[src/rtl/sqvl_dac_pkg.sv]
// Shared types and constants for the square-wave DAC SPI serialiser.
package sqvl_dac_pkg;

  // SETUP and SHIFT both have bit 0 set, so SYNC_n decodes from one flop and cannot glitch.
  typedef enum logic [1:0] {
    IDLE  = 2'b00,
    SETUP = 2'b01,
    SHIFT = 2'b11,
    GAP   = 2'b10
  } state_t;

  localparam int FRAME_BITS = 16;

  localparam logic [1:0] PD_NORMAL = 2'b00;
  localparam logic [1:0] PD_1K     = 2'b01;
  localparam logic [1:0] PD_100K   = 2'b10;
  localparam logic [1:0] PD_HIZ    = 2'b11;

  localparam int SETUP_HALVES = 1;
  localparam int GAP_HALVES   = 3;

  function automatic logic [FRAME_BITS-1:0] frame_word(input logic [1:0] pd, input logic [11:0] dat);
    return {2'b00, pd, dat};
  endfunction

endpackage

[src/rtl/sqvl_dac_tick.sv]
// Half-period divider: one-cycle tick every CLK_DIV cycles, restarted by a synchronous clear.
module sqvl_dac_tick #(
  parameter int CLK_DIV = 4
) (
  input  logic clk,
  input  logic rst,
  input  logic clr,
  output logic tick
);

  localparam logic [7:0] LAST = 8'(CLK_DIV - 1);

  logic [7:0] cnt;

  assign tick = (cnt == LAST);

  always_ff @(posedge clk or posedge rst) begin
    if (rst) begin
      cnt <= 8'd0;
    end else if (clr || tick) begin
      cnt <= 8'd0;
    end else begin
      cnt <= cnt + 8'd1;
    end
  end

endmodule

[src/rtl/sqvl_dac_spi.sv]
// Serialises 12-bit voltage words into 16-bit DAC7512-style SPI frames (SCLK idles high, DAC samples on fall).
// Optional one-deep pending buffer for loads arriving while busy: define SQVL_DAC_PEND_EN.
module sqvl_dac_spi
  import sqvl_dac_pkg::*;
#(
  parameter int         CLK_DIV = 4,
  parameter logic [1:0] PD_MODE = PD_NORMAL
) (
  input  logic        Clock,
  input  logic        Reset,
  input  logic [11:0] Din,
  input  logic        Load,
  output logic        Busy,
  output logic        Done,
  output logic        SCLK,
  output logic        SYNC_n,
  output logic        SDATA
);

  localparam logic [4:0] SETUP_LAST = 5'(SETUP_HALVES - 1);
  localparam logic [4:0] SHIFT_LAST = 5'(2 * FRAME_BITS - 1);
  localparam logic [4:0] SHIFT_STOP = 5'(2 * FRAME_BITS - 2);
  localparam logic [4:0] GAP_LAST   = 5'(GAP_HALVES - 1);

  state_t                state;
  state_t                state_nxt;
  logic                  tick;
  logic                  clr;
  logic                  last_half;
  logic                  phase_end;
  logic                  start;
  logic                  reload;
  logic [4:0]            halves;
  logic [FRAME_BITS-1:0] shreg;
  logic [11:0]           load_dat;
  logic                  sclk_q;
  logic                  done_q;

  sqvl_dac_tick #(.CLK_DIV(CLK_DIV)) u_tick (
    .clk  (Clock),
    .rst  (Reset),
    .clr  (clr),
    .tick (tick)
  );

`ifdef SQVL_DAC_PEND_EN
  logic        pend_vld;
  logic [11:0] pend_dat;

  assign reload   = (state == GAP) && phase_end && pend_vld;
  assign load_dat = (state == GAP) ? pend_dat : Din;

  // A load landing on the transfer cycle re-arms the buffer for the frame after.
  always_ff @(posedge Clock or posedge Reset) begin
    if (Reset) begin
      pend_vld <= 1'b0;
      pend_dat <= 12'd0;
    end else begin
      if (reload) begin
        pend_vld <= 1'b0;
      end
      if (Load && (state != IDLE)) begin
        pend_vld <= 1'b1;
        pend_dat <= Din;
      end
    end
  end
`else
  assign reload   = 1'b0;
  assign load_dat = Din;
`endif

  assign start = (state == IDLE) && Load;

  always_ff @(posedge Clock or posedge Reset) begin
    if (Reset) begin
      state <= IDLE;
    end else begin
      state <= state_nxt;
    end
  end

  always_comb begin
    last_half = 1'b0;
    case (state)
      SETUP:   last_half = (halves == SETUP_LAST);
      SHIFT:   last_half = (halves == SHIFT_LAST);
      GAP:     last_half = (halves == GAP_LAST);
      default: last_half = 1'b0;
    endcase
    phase_end = tick && last_half;

    state_nxt = state;
    case (state)
      IDLE:    if (Load)      state_nxt = SETUP;
      SETUP:   if (phase_end) state_nxt = SHIFT;
      SHIFT:   if (phase_end) state_nxt = GAP;
      GAP:     if (phase_end) state_nxt = reload ? SETUP : IDLE;
      default: state_nxt = IDLE;
    endcase
    clr = (state_nxt != state);
  end

  // halves counts divider ticks within the current state; in SHIFT, odd ticks are SCLK rises.
  always_ff @(posedge Clock or posedge Reset) begin
    if (Reset) begin
      halves <= 5'd0;
      sclk_q <= 1'b1;
      shreg  <= '0;
      done_q <= 1'b0;
    end else begin
      done_q <= (state == SHIFT) && phase_end;

      if (clr) begin
        halves <= 5'd0;
      end else if (tick) begin
        halves <= halves + 5'd1;
      end

      if ((state == SETUP) && phase_end) begin
        sclk_q <= 1'b0;
      end else if ((state == SHIFT) && tick && !phase_end) begin
        sclk_q <= ~sclk_q;
      end

      if (start || reload) begin
        shreg <= frame_word(PD_MODE, load_dat);
      end else if ((state == SHIFT) && tick && !sclk_q && (halves != SHIFT_STOP)) begin
        shreg <= {shreg[FRAME_BITS-2:0], 1'b0};
      end
    end
  end

  always_comb begin
    Busy   = (state != IDLE);
    SYNC_n = ~state[0];
    SDATA  = state[0] & shreg[FRAME_BITS-1];
    SCLK   = sclk_q;
    Done   = done_q;
  end

endmodule
[config.mk]
export PLATFORM = sky130hd
export DESIGN_NAME = sqvl_dac_spi
export DESIGN_NICKNAME = d
export VERILOG_FILES = /design/src/rtl/sqvl_dac_pkg.sv /design/src/rtl/sqvl_dac_tick.sv /design/src/rtl/sqvl_dac_spi.sv
export SDC_FILE = /design/constraint.sdc
export NUM_CORES = 1
export LEC_CHECK = 0
export ABC_AREA = 0
export BUFFER_PORTS_ARGS = -buffer_cell sky130_fd_sc_hd__buf_2
export CORE_MARGIN = 2
export CORE_UTILIZATION = 57
export CTS_CLUSTER_DIAMETER = 50
export DETAILED_ROUTE_END_ITERATION = 10
export PLACE_DENSITY = 0.78
export SLEW_MARGIN = 20
export SYNTH_ARGS = -nofsm -noshare
export SYNTH_HDL_FRONTEND = slang
export SYNTH_HIERARCHICAL = 1
export SYNTH_SLANG_ARGS = --single-unit
[constraint.sdc]
create_clock -name Clock -period 3.6 [get_ports Clock]
set_clock_uncertainty 0.15 [all_clocks]
set_input_delay 0.54 -clock Clock [delete_from_list [all_inputs] [get_ports Clock]]
set_output_delay 0.54 -clock Clock [all_outputs]
set_load 0.02 [all_outputs]
After elaboration in Yosys (flattened, before gate mapping)
Cells that the tools add are included.
{ "totals": {"inputBits": 15, "mem_bits_rw": 0, "mem_count": 0, "romBits": 0, "out_inout_bits": 5, "latchBits": 0, "wordCells": 49, "ff_bits": 33} }
{ "classes": {"add_sub_neg": 2, "muxes": 13, "n_lt_le_gt_ge": 0, "n_div": 0, "shifts": 0, "n_bitwise": 3, "multipliers": 0, "reduce_logical": 17, "n_eq_ne": 8} }
{ "op_table": {"columns": ["cell", "n"], "rows": [
  ["$mux W16", 2],
  ["$mux W5", 2],
  ["$add A8 B1 Y8 const B", 1],
  ["$eq A8 B2 Y1 const B", 1],
  ["$logic_and A1 B1 Y1", 8],
  ["$mux W2", 4],
  ["$mux W8", 1],
  ["$pmux W2 S4", 1],
  ["$reduce_bool A2 Y1", 4],
  ["$add A5 B1 Y5 const B", 1],
  ["$eq A5 B2 Y1 const B", 1],
  ["$eq A5 B5 Y1 const B", 1],
  ["$logic_not A5 Y1", 1],
  ["$ne A5 B5 Y1 const B", 1],
  ["$eq A2 B2 Y1 const B", 2],
  ["$pmux W1 S3", 1],
  ["$eq A2 B1 Y1 const B", 1],
  ["$logic_not A1 Y1", 2],
  ["$logic_not A2 Y1", 1],
  ["$mux W1", 2],
  ["$ne A2 B2 Y1", 1],
  ["$not A1 Y1", 2],
  ["$and A1 B1 Y1", 1],
  ["$logic_or A1 B1 Y1", 1]
]} }

Depth between registers and ports, before layout
Gate-level depths: netlist of the first run.
{ "depth": {"depth_word": 8, "ltp_mapped": 9} }

Cells and area by module
Netlist of the first run, hierarchy kept.
{ "modules_own_cells": {"columns": ["mod", "area_per_inst_um2", "n_inst", "cells_per_inst"], "rows": [
  ["sqvl_dac_spi", 1308.8, 1, 128],
  ["sqvl_dac_tick", 411.6, 1, 40]
]} }

Worst setup path after synthesis of the first run
OpenSTA, ideal clock, no wires.
{ "synth_path": {"kind": "register -> register", "start": "reg u_tick.cnt[0]", "end": "reg shreg[10]", "setup_ns": 0.132, "path_stages_with_launch": 10, "path_slack_ns": 0.810, "synth_period_minus_slack_ns": 2.790, "arrival_time_ns": 2.508, "t_required_ns": 3.318, "cell_sequence": "dfrtp_1 > ha_1 > or4b_4 > nor4_1 > nand3_1 > a211o_1 > buf_6 > buf_12 > mux2i_1 > o21ai_1"} }
{ "synth_between": {"elab_chain_len": 5} }
{ "synth_rtl": {"columns": ["item", "line", "rtl"], "rows": [
  ["start, declared", "sqvl_dac_tick.sv:13", "logic [7:0] cnt;"],
  ["start signal, assigned", "sqvl_dac_tick.sv:23", "cnt <= cnt + 8'd1;"],
  ["$eq A8 B2 Y1", "sqvl_dac_tick.sv:15", "assign tick = (cnt == LAST);"],
  ["net tick", "sqvl_dac_spi.sv:27", "logic tick;"],
  ["$logic_and A1 B1 Y1 (3 in a row)", "sqvl_dac_spi.sv:128", "end else if ((state == SHIFT) && tick && !sclk_q && (halves != SHIFT_STOP)) begin"],
  ["$reduce_bool A2 Y1 (no source line)", null, null],
  ["end signal, assigned", "sqvl_dac_spi.sv:127", "shreg <= frame_word(PD_MODE, load_dat);"],
  ["end signal, assigned", "sqvl_dac_spi.sv:129", "shreg <= {shreg[FRAME_BITS-2:0], 1'b0};"],
  ["end, declared", "sqvl_dac_spi.sv:34", "logic [FRAME_BITS-1:0] shreg;"]
]} }
The timed path passes the listed nets, and every way through them passes these cells.
A chain may end at the register's enable or synchronous reset.

Final worst setup path of the first run
{ "layout_path": {"start": "reg u_tick.cnt[0]", "end": "reg shreg[3]"} }
The elaborated chain is that of the path after synthesis.

==> impl_metrics.ini, run 1 <==
[power_and_ir_drop]
power_frac_clock = 0.189
pwr-share-comb = 0.254
p_int_mw = 0.6516
p_sw_mw = 0.3657
swShare = 0.3594
leakagePower_nw = 0.9665
p_total_mw = 1.017
seq_power_share = 0.557
peakVddDrop_v = 0.0003979
power_density_nw_per_um2 = 541.7

[place]
placed_cells = 212
io_buffers = 19
place_congestion = 0.7998
hpwl_um = 2208
placed_cell_area_sq_um = 1817

[cells_and_area]
stdcell_count = 221
seqCellArea_sq_um = 827.0
num_antenna_cells = 0
drive_above_1_share = 0.1895
fin_nets = 209
multi_input_area_sq_um = 807.0
finalInstanceArea_sq_um = 1878
syn_to_final_growth_pct = 9.164
final.fill_count = 219
fin_util = 0.6695

[cts]
clk_pin_slew_ns = 0.10
postCtsSetupBuffers = 0
h-tree-depth = 2
insertion_delay_ns = 0.32
cts_tree = built
root_buffer = clkbuf_4
cts_buffers = 5
cts_buffer_depth = 2
cts_sinks = 33
cts_hold_buf = 1
cts-resized-gates = 0

[timing]
rsz0062_at_grt = no
finalSetupViolations = 0
max-slew-margin-rel = 0.3728
period_needed_ns = 2.929
slew_violations = 0
fmax_ghz = 0.3414
layout_worst_path_cycle_share = 0.8137
final.setup.tns_ns = 0
tightest_slew_ns = 0.9398
finalHoldViolCount = 0

[worst_setup_path]
cp_num_cells = 8
cp_cell_sequence = ha_1 -> or4b_4 -> nor4_2 -> buf_4 -> nand3_1 -> a211o_1 -> mux2i_1 -> o21ai_1
slowest_delay_ns = 0.60
worst-path-buf-inv = 1
crit_slowest_cell = a211o_1
crit_type = flop to flop
end_kind = flop
r2r-end = shreg[3]$_DFFE_PP0P_
r2r_slack_ns = 0.67
worstPathArrival_ns = 2.98
critPathLaunchType = flop
r2r_start = u_tick/cnt[0]$_DFF_PP0_
required_ns = 3.66
crit_fanout = 16
r2r_cells = 8
cp_top_family = simple AND/OR/NAND/NOR gates

[route]
viasPerCell = 5.710
vias = 1262
wl_per_cell_um = 14.05
dr.first_iter.drc_count = 67
drcViolationCount = 3
postRouteAntennaNets = 0
routed_wl_um = 3106
firstDrtPassIters = 7

[grt]
grtUsageTotal = 0.2096
grt_max_degree = 36
grt_overflow = 0
antenna_found_initial = 0
grt_pass1_wl_um = 5444
grt_pass1_vias = 1245

[synth]
synth.distinct_cells = 41
synth_edf_count = 0
synth_seq_cells = 33
syn_inst = 168
ys_seq_area_frac = 0.4807
ys_warn_count = 6
synth_top_flop_cell = dfrtp_1
synth_async_sr_flop_share = 1.000
postSynthAreaPerCell_sq_um = 10.24
synth_area_sq_um = 1720
synth_fp_nets = 188

[die]
die_w_um = 58.94
rows = 19
die_y_um = 58.94
dieArea_sq_um = 3474
core_sq_um = 2805
boundaryPins = 20
initial_utilization = 0.6133

[run_status]
status = finished with violations
violations = DRC

[hold_path]
min_from = Din[9]
hold_end = shreg[9]$_DFFE_PP0P_
whs_path_depth = 3
min_path_type = input pin to flop

[job]
cap_violations = 0
## layer usage
layer  routed length [um]  share of wire  track usage
met1                 1380           0.44       0.2443
met2                 1563           0.50       0.3635
met3                  123          0.040      0.05055
met4                   38          0.012      0.09416
met5                    0              0            0
## layout by cell type, fill, tap and decap left out, types with 2 or more instances in the layout
cell type  synthesis  final
inv_1              8      8
a21oi_1            6      6
buf_4              1      2
buf_2              1     19
ha_1               5      5
o21ai_1           12     12
dfrtp_1           32     32
nand4_1            5      5
nand2_1           19     19
nand2b_1           2      2
clkbuf_4           0      5
o21ai_0            4      4
nand3_1            6      6
mux2i_1           17     17
clkinv_2           0      2
a31oi_1            3      3
or3_1              3      3
nor2_1            14     14
xor2_1             3      3
## synthesized netlist by cell type, drive strengths merged, types with 2 or more instances
cell type   n  share of area
clkbuf      4         0.0087
nand4       5          0.018
nand3       6          0.017
a31oi       3          0.011
o21ai      16          0.047
ha          5          0.036
a21oi       6          0.017
nor2       14          0.031
nand2b      2         0.0073
buf         4          0.025
dfrtp      32           0.47
or3         3          0.011
and3        2          0.010
xor2        3          0.015
mux2i      17          0.099
nand2      19          0.041
inv         9          0.020
## stage by stage
stage | setup slack [ns] | hold WS (ns)
2_1_floorplan | 0.8103 | 0.2057
3_3_place_gp | 0.8248 | 0.3482
3_5_place_dp | 0.6816 | 0.3550
4_1_cts | 0.6438 | 0.2567
5_1_grt | 0.3912 | 0.2614
6_report | 0.6708 | 0.2704
## power groups by stage
stage | clock network, mW | logic, mW | registers, mW
floorplan | 0 | 0.203 | 0.542
global placement | 0 | 0.242 | 0.562
detailed placement | 0 | 0.257 | 0.569
CTS | 0.199 | 0.260 | 0.566
global route | 0.217 | 0.297 | 0.582
finish | 0.192 | 0.258 | 0.567
## worst max-delay path by stage
stage / slack (ns) / to / from
global placement: 0.82 / shreg[9]$_DFFE_PP0P_ / u_tick/cnt[0]$_DFF_PP0_
floorplan: 0.81 / shreg[10]$_DFFE_PP0P_ / u_tick/cnt[0]$_DFF_PP0_
global route: 0.39 / shreg[6]$_DFFE_PP0P_ / u_tick/cnt[0]$_DFF_PP0_
detailed placement: 0.68 / shreg[3]$_DFFE_PP0P_ / u_tick/cnt[0]$_DFF_PP0_
CTS: 0.64 / shreg[3]$_DFFE_PP0P_ / u_tick/cnt[0]$_DFF_PP0_
finish: 0.67 / shreg[3]$_DFFE_PP0P_ / u_tick/cnt[0]$_DFF_PP0_
## worst register-to-register path, delay by kind of cell, from the launching register on
family                   cells  cell delay [ns]
adder cells (fa/ha/maj)      1             0.20
buffers and inverters        1             0.23
multiplexers                 1             0.29
AO/OA/AOI/OAI                2             0.69
AND/OR/NAND/NOR              3             0.79
flip-flops                   1             0.45
## sequential cells by signal, indices dropped and copies added (netlist names)
register,count
SCLK,1
Done,1
shreg,16
u_tick/cnt,8
state,2
halves,5
## cell type report
type	instances	area share
clock buffers	6	0.02199
well taps	31	0.02065
flip-flops and latches	33	0.4404
multi-input cells	118	0.4297
repair buffers	22	0.06396
inverters	9	0.01799
clock inverters	2	0.005330
## cells by family (layout without fill, tap and decap cells)
family	after synthesis	in the layout	share of synthesized area
buffers and inverters	17	39	0.05381
DFF	33	33	0.4807
muxes	17	17	0.09891
AOI/OAI and AO/OA	32	32	0.1280
xor gates and xnor gates	4	4	0.02037
adders and majority gates	5	5	0.03636
and+or+nand+nor	60	60	0.1818
No activity file was read; power rests on OpenSTA's default activity.
==> run 2: changes to the inputs <==
--- a/config.mk
+++ b/config.mk
@@ -8,10 +8,10 @@
 export ABC_AREA = 0
 export BUFFER_PORTS_ARGS = -buffer_cell sky130_fd_sc_hd__buf_2
 export CORE_MARGIN = 2
-export CORE_UTILIZATION = 57
+export CORE_UTILIZATION = 51
 export CTS_CLUSTER_DIAMETER = 50
 export DETAILED_ROUTE_END_ITERATION = 10
-export PLACE_DENSITY = 0.78
+export PLACE_DENSITY = 0.74
 export SLEW_MARGIN = 20
 export SYNTH_ARGS = -nofsm -noshare
 export SYNTH_HDL_FRONTEND = slang
==> constraint.sdc (replaced) <==
create_clock -name Clock -period 2.4 [get_ports Clock]
set_clock_uncertainty 0.15 [all_clocks]
set_input_delay 0.36 -clock Clock [delete_from_list [all_inputs] [get_ports Clock]]
set_output_delay 0.36 -clock Clock [all_outputs]
set_load 0.02 [all_outputs]
==> run 2 against run 1 <==
  * The flow now finishes without violations
  * Global-route usage down 2.8 points
  * Non-clock buffer count up 10
  * Combinational power up 96%
  * Sequential power up 45%
  * Final cell count up 11%
  * Critical path depth unchanged
  * First-iteration DRC count down 16%
  * Register-to-register slack worse by 0.61 ns
  * Die area up 11%
  * Worst setup slack worse by 0.61 ns
  * Highest routed layer unchanged
==> impl_metrics.ini, run 2 (same netlist as run 1, synthesis figures left out) <==
[run_status]
status = completed

[cts]
h-tree-depth = 2
insertion_delay_ns = 0.34
cts_buffers = 5
cts_sinks = 33
clk_pin_slew_ns = 0.10
root_buffer = clkbuf_4
cts_buffer_depth = 2
cts_tree = built

[route]
vias = 1307
wl_per_cell_um = 12.70
routed_wl_um = 3123
dr.first_iter.drc_count = 56
viasPerCell = 5.313
firstDrtPassIters = 4
drcViolationCount = 0
postRouteAntennaNets = 0

[job]
cap_violations = 0

[timing]
whs_ns = 0.07028
fmax_ghz = 0.4275
final.setup.tns_ns = 0
finalSetupViolations = 0
layout_worst_path_cycle_share = 0.9746
layout_setup_ws_ns = 0.06086
period_needed_ns = 2.339
slew_violations = 0
rsz0062_at_grt = yes
tightest_slew_ns = 0.4652
finalHoldViolCount = 0
max-slew-margin-rel = 0.6888

[grt]
grt_max_degree = 29
grt_pass1_wl_um = 4995
grt_pass1_vias = 1178
grt_overflow = 0
grtUsageTotal = 0.1815
antenna_found_initial = 0

[power_and_ir_drop]
p_total_mw = 1.624
peakVddDrop_v = 0.0004784
leakagePower_nw = 1.016
power_density_nw_per_um2 = 808.3

[worst_setup_path]
r2r_slack_ns = 0.06
worstPathArrival_ns = 2.42
cp_cell_sequence = ha_1 -> or4b_4 -> nor4_4 -> nand3_1 -> a211o_1 -> buf_12 -> mux2i_1 -> o21ai_1
crit_fanout = 16
end_kind = flop
required_ns = 2.48
crit_type = flop to flop
critPathLaunchType = flop
slowest_delay_ns = 0.50
crit_slowest_cell = or4b_4

[die]
die_w_um = 62.08
boundaryPins = 20
rows = 21
initial_utilization = 0.5238
core_sq_um = 3284
die_y_um = 62.08
dieArea_sq_um = 3854

[cells_and_area]
fin_util = 0.6118
largest_register_ffs = 16
num_antenna_cells = 0
stdcell_count = 246
final_cell_mix = dfrtp_1 (32), nand2_1 (19), buf_2 (19)
fin_nets = 219
top_regs = shreg x16, u_tick/cnt x8, halves x5
drive_above_1_share = 0.2400
mostFrequentLayoutCell = dfrtp_1
syn_to_final_growth_pct = 16.80
finalInstanceArea_sq_um = 2009
regMostFlops = shreg

[place]
placed_cell_area_sq_um = 1909
place_ws_ns = 0.04402
hpwl_um = 2208
place_congestion = 0.8490
placed_cells = 234
io_buffers = 19

[hold_path]
min_path_type = input pin to flop
run 2: cell type report:
class                      count  area, sq um
sequential                    33        827.0
clock inverter                 3        17.52
timing repair buffer          32        207.7
multi-input combinational    118        828.3
fill                         285         1275
inverter                       9        33.78
tap                           46        57.56
clock buffer                   5        37.54
run 2: critical path, delay by kind of cell, from the launching register on:
kind	cells	cell delay [ns]
DFF	1	0.37
adders and majority gates	1	0.16
AOI/OAI and AO/OA	2	0.38
and+or+nand+nor	3	0.82
buffers and inverters	1	0.17
muxes	1	0.19
run 2: routing by layer:
| metal | wire, um | track usage |
|---|---|---|
| met1 | 1425 | 0.2146 |
| met2 | 1524 | 0.2946 |
| met3 | 114 | 0.06832 |
| met4 | 59 | 0.07903 |
| met5 | 0 | 0 |
run 2: what timing repair did:
item	CTS	global route
gates resized for setup	0	2
buffers inserted	0	3
endpoints found under the hold margin	32	0
setup endpoints to repair	0	15
hold buffers	1	0
run 2: report_power, final:
group          internal [mW]  switching (mW)  total, mW
clock                  0.110           0.189      0.300
combinational          0.253           0.251      0.505
sequential             0.681           0.139      0.820
run 2: final timing paths:
check	start	to	depth (start not counted)
hold reg to reg	shreg[13]$_DFFE_PP0P_	shreg[14]$_DFFE_PP0P_	2
setup reg to reg	u_tick/cnt[0]$_DFF_PP0_	shreg[2]$_DFFE_PP0P_	8
max in group asynchronous	Reset	SCLK$_DFFE_PP1P_	4
min in group asynchronous	Reset	u_tick/cnt[6]$_DFF_PP0_	3
setup / recovery	u_tick/cnt[0]$_DFF_PP0_	shreg[2]$_DFFE_PP0P_	8
hold / removal	Din[8]	shreg[8]$_DFFE_PP0P_	3
==> run 3: changes to the inputs <==
--- a/config.mk
+++ b/config.mk
@@ -6,11 +6,11 @@
 export NUM_CORES = 1
 export LEC_CHECK = 0
 export ABC_AREA = 0
-export BUFFER_PORTS_ARGS = -buffer_cell sky130_fd_sc_hd__buf_2
 export CORE_MARGIN = 2
-export CORE_UTILIZATION = 51
+export CORE_UTILIZATION = 56
 export CTS_CLUSTER_DIAMETER = 50
 export DETAILED_ROUTE_END_ITERATION = 10
+export DONT_BUFFER_PORTS = 1
 export PLACE_DENSITY = 0.74
 export SLEW_MARGIN = 20
 export SYNTH_ARGS = -nofsm -noshare
==> run 3 against run 2 <==
  * Sequential power about the same
  * Hold slack worse by 0.055 ns
  * Combinational power decreased by 3%
  * Design area shrank 0.62%
  * Worst setup slack got worse by 0.0049 ns
  * First-iteration DRC count increased by 30%
  * Sequential share of layout area increased by 0.26 points
  * Global-route usage rose by 3.2 points
  * Fmax shrank 0.21%
  * Wire length rose by 7.6%
  * Critical endpoint is now shreg[6]$_DFFE_PP0P_
  * Largest power group unchanged
==> impl_metrics.ini, run 3 (same netlist as run 1, synthesis figures left out) <==
[cells_and_area]
regMostFlops = shreg
num_antenna_cells = 0
mostFrequentLayoutCell = dfrtp_1
fin_nets = 210
syn_to_final_growth_pct = 16.07
largest_register_ffs = 16
top_regs = shreg x16, u_tick/cnt x8, halves x5
drive_above_1_share = 0.1466
final_cell_mix = dfrtp_1 (32), nand2_1 (19), mux2i_1 (15)

[route]
viasPerCell = 5.888
firstDrtPassIters = 4
wl_per_cell_um = 15.00
postRouteAntennaNets = 0
vias = 1319
dr.first_iter.drc_count = 73
drcViolationCount = 0
routed_wl_um = 3359

[cts]
cts_buffer_depth = 2
insertion_delay_ns = 0.33
cts_sinks = 33
root_buffer = clkbuf_4
cts_tree = built
cts_buffers = 5
h-tree-depth = 2
clk_pin_slew_ns = 0.09

[hold_path]
min_path_type = input pin to flop

[timing]
finalHoldViolCount = 0
finalSetupViolations = 0
final.setup.tns_ns = 0
fmax_ghz = 0.4266
layout_worst_path_cycle_share = 0.9767
tightest_slew_ns = 0.4639
max-slew-margin-rel = 0.6897
rsz0062_at_grt = yes
period_needed_ns = 2.344
layout_setup_ws_ns = 0.05599
slew_violations = 0

[worst_setup_path]
required_ns = 2.47
worstPathArrival_ns = 2.41
crit_fanout = 16
critPathLaunchType = flop
end_kind = flop
crit_type = flop to flop

[power_and_ir_drop]
power_density_nw_per_um2 = 820.7
leakagePower_nw = 0.9729
peakVddDrop_v = 0.0005717

[place]
hpwl_um = 2236
place_ws_ns = 0.03688
io_buffers = 0
place_congestion = 0.8577

[job]
cap_violations = 0

[grt]
grt_overflow = 0
grt_pass1_vias = 1270
antenna_found_initial = 0
grt_pass1_wl_um = 5595
grtUsageTotal = 0.2139
grt_max_degree = 26

[die]
boundaryPins = 20
dieArea_sq_um = 3531
initial_utilization = 0.5777
core_sq_um = 2978
rows = 20
die_y_um = 59.43
die_w_um = 59.43

[run_status]
status = completed
[run 3: cell count changes in the layout (fill, tap and decap cells not counted), sizes merged]
| cell | before | now |
|---|---|---|
| clkbuf | 5 | 8 |
| clkinv | 2 | 0 |
| dlygate4sd3 | 1 | 11 |
| clkinvlp | 1 | 0 |
| buf | 31 | 12 |
[run 3: final cells by class]
type,count,area (sq um)
clock buffers,8,58.81
repair buffers,23,212.7
well taps,33,41.29
inverters,9,33.78
flip-flops and latches,33,827.0
multi-input cells,118,823.3
fillers,239,980.9
[run 3: timing repair]
item | CTS | global route
hold endpoints to repair | 42 | 0
endpoints found under the setup margin | 0 | 15
setup buffers | 0 | 2
hold buffers | 11 | 0
gates resized for setup | 0 | 5
[run 3: per-layer routing]
layer,share of wire,global-route usage,wire [um]
met1,0.43,0.2599,1459
met5,0,0,0
met4,0.017,0.1039,57
met3,0.033,0.05895,112
met2,0.51,0.3485,1729
[run 3: per-stage QoR]
step | total power, mW | hold slack [ns] | cells | utilization | cell area [sq um]
4_1_cts | 1.633 | 0.003932 | 222 | 0.6588 | 1962
3_5_place_dp | 1.291 | 0.06526 | 203 | 0.6021 | 1793
6_report | 1.639 | 0.01533 | 224 | 0.6706 | 1997
5_1_grt | 1.756 | 0.002014 | 224 | 0.6706 | 1997
3_3_place_gp | 1.261 | 0.06105 | 203 | 0.6021 | 1793
2_1_floorplan | 1.136 | 0.02566 | 168 | - | 1735
[run 3: worst max-delay path, cell delays in order (launching register included)]
cell,delay (ns)
dfrtp_1,0.36
ha_1,0.16
or4b_4,0.49
nor4_4,0.24
nand3_1,0.13
a211o_1,0.29
buf_12,0.17
mux2i_1,0.18
o21ai_1,0.08
[run 3: report_power, final]
group | leakage (nW) | switching [mW] | internal, mW | total [mW]
Combinational | 0.546 | 0.247 | 0.245 | 0.492
Sequential | 0.395 | 0.142 | 0.682 | 0.823
Clock | 0.0326 | 0.180 | 0.145 | 0.324
Total | 0.973 | 0.568 | 1.07 | 1.64
[run 3: final timing paths]
path | from | endpoint | slack [ns] | depth (start not counted)
max | u_tick/cnt[1]$_DFF_PP0_ | shreg[6]$_DFFE_PP0P_ | 0.06 | 8
min | Din[7] | shreg[7]$_DFFE_PP0P_ | 0.02 | 2
max reg2reg | u_tick/cnt[1]$_DFF_PP0_ | shreg[6]$_DFFE_PP0P_ | 0.06 | 8
min reg2reg | shreg[13]$_DFFE_PP0P_ | shreg[14]$_DFFE_PP0P_ | 0.37 | 2
max in group asynchronous | Reset | SCLK$_DFFE_PP1P_ | 1.41 | 3
min in group asynchronous | Reset | u_tick/cnt[3]$_DFF_PP0_ | 0.28 | 2
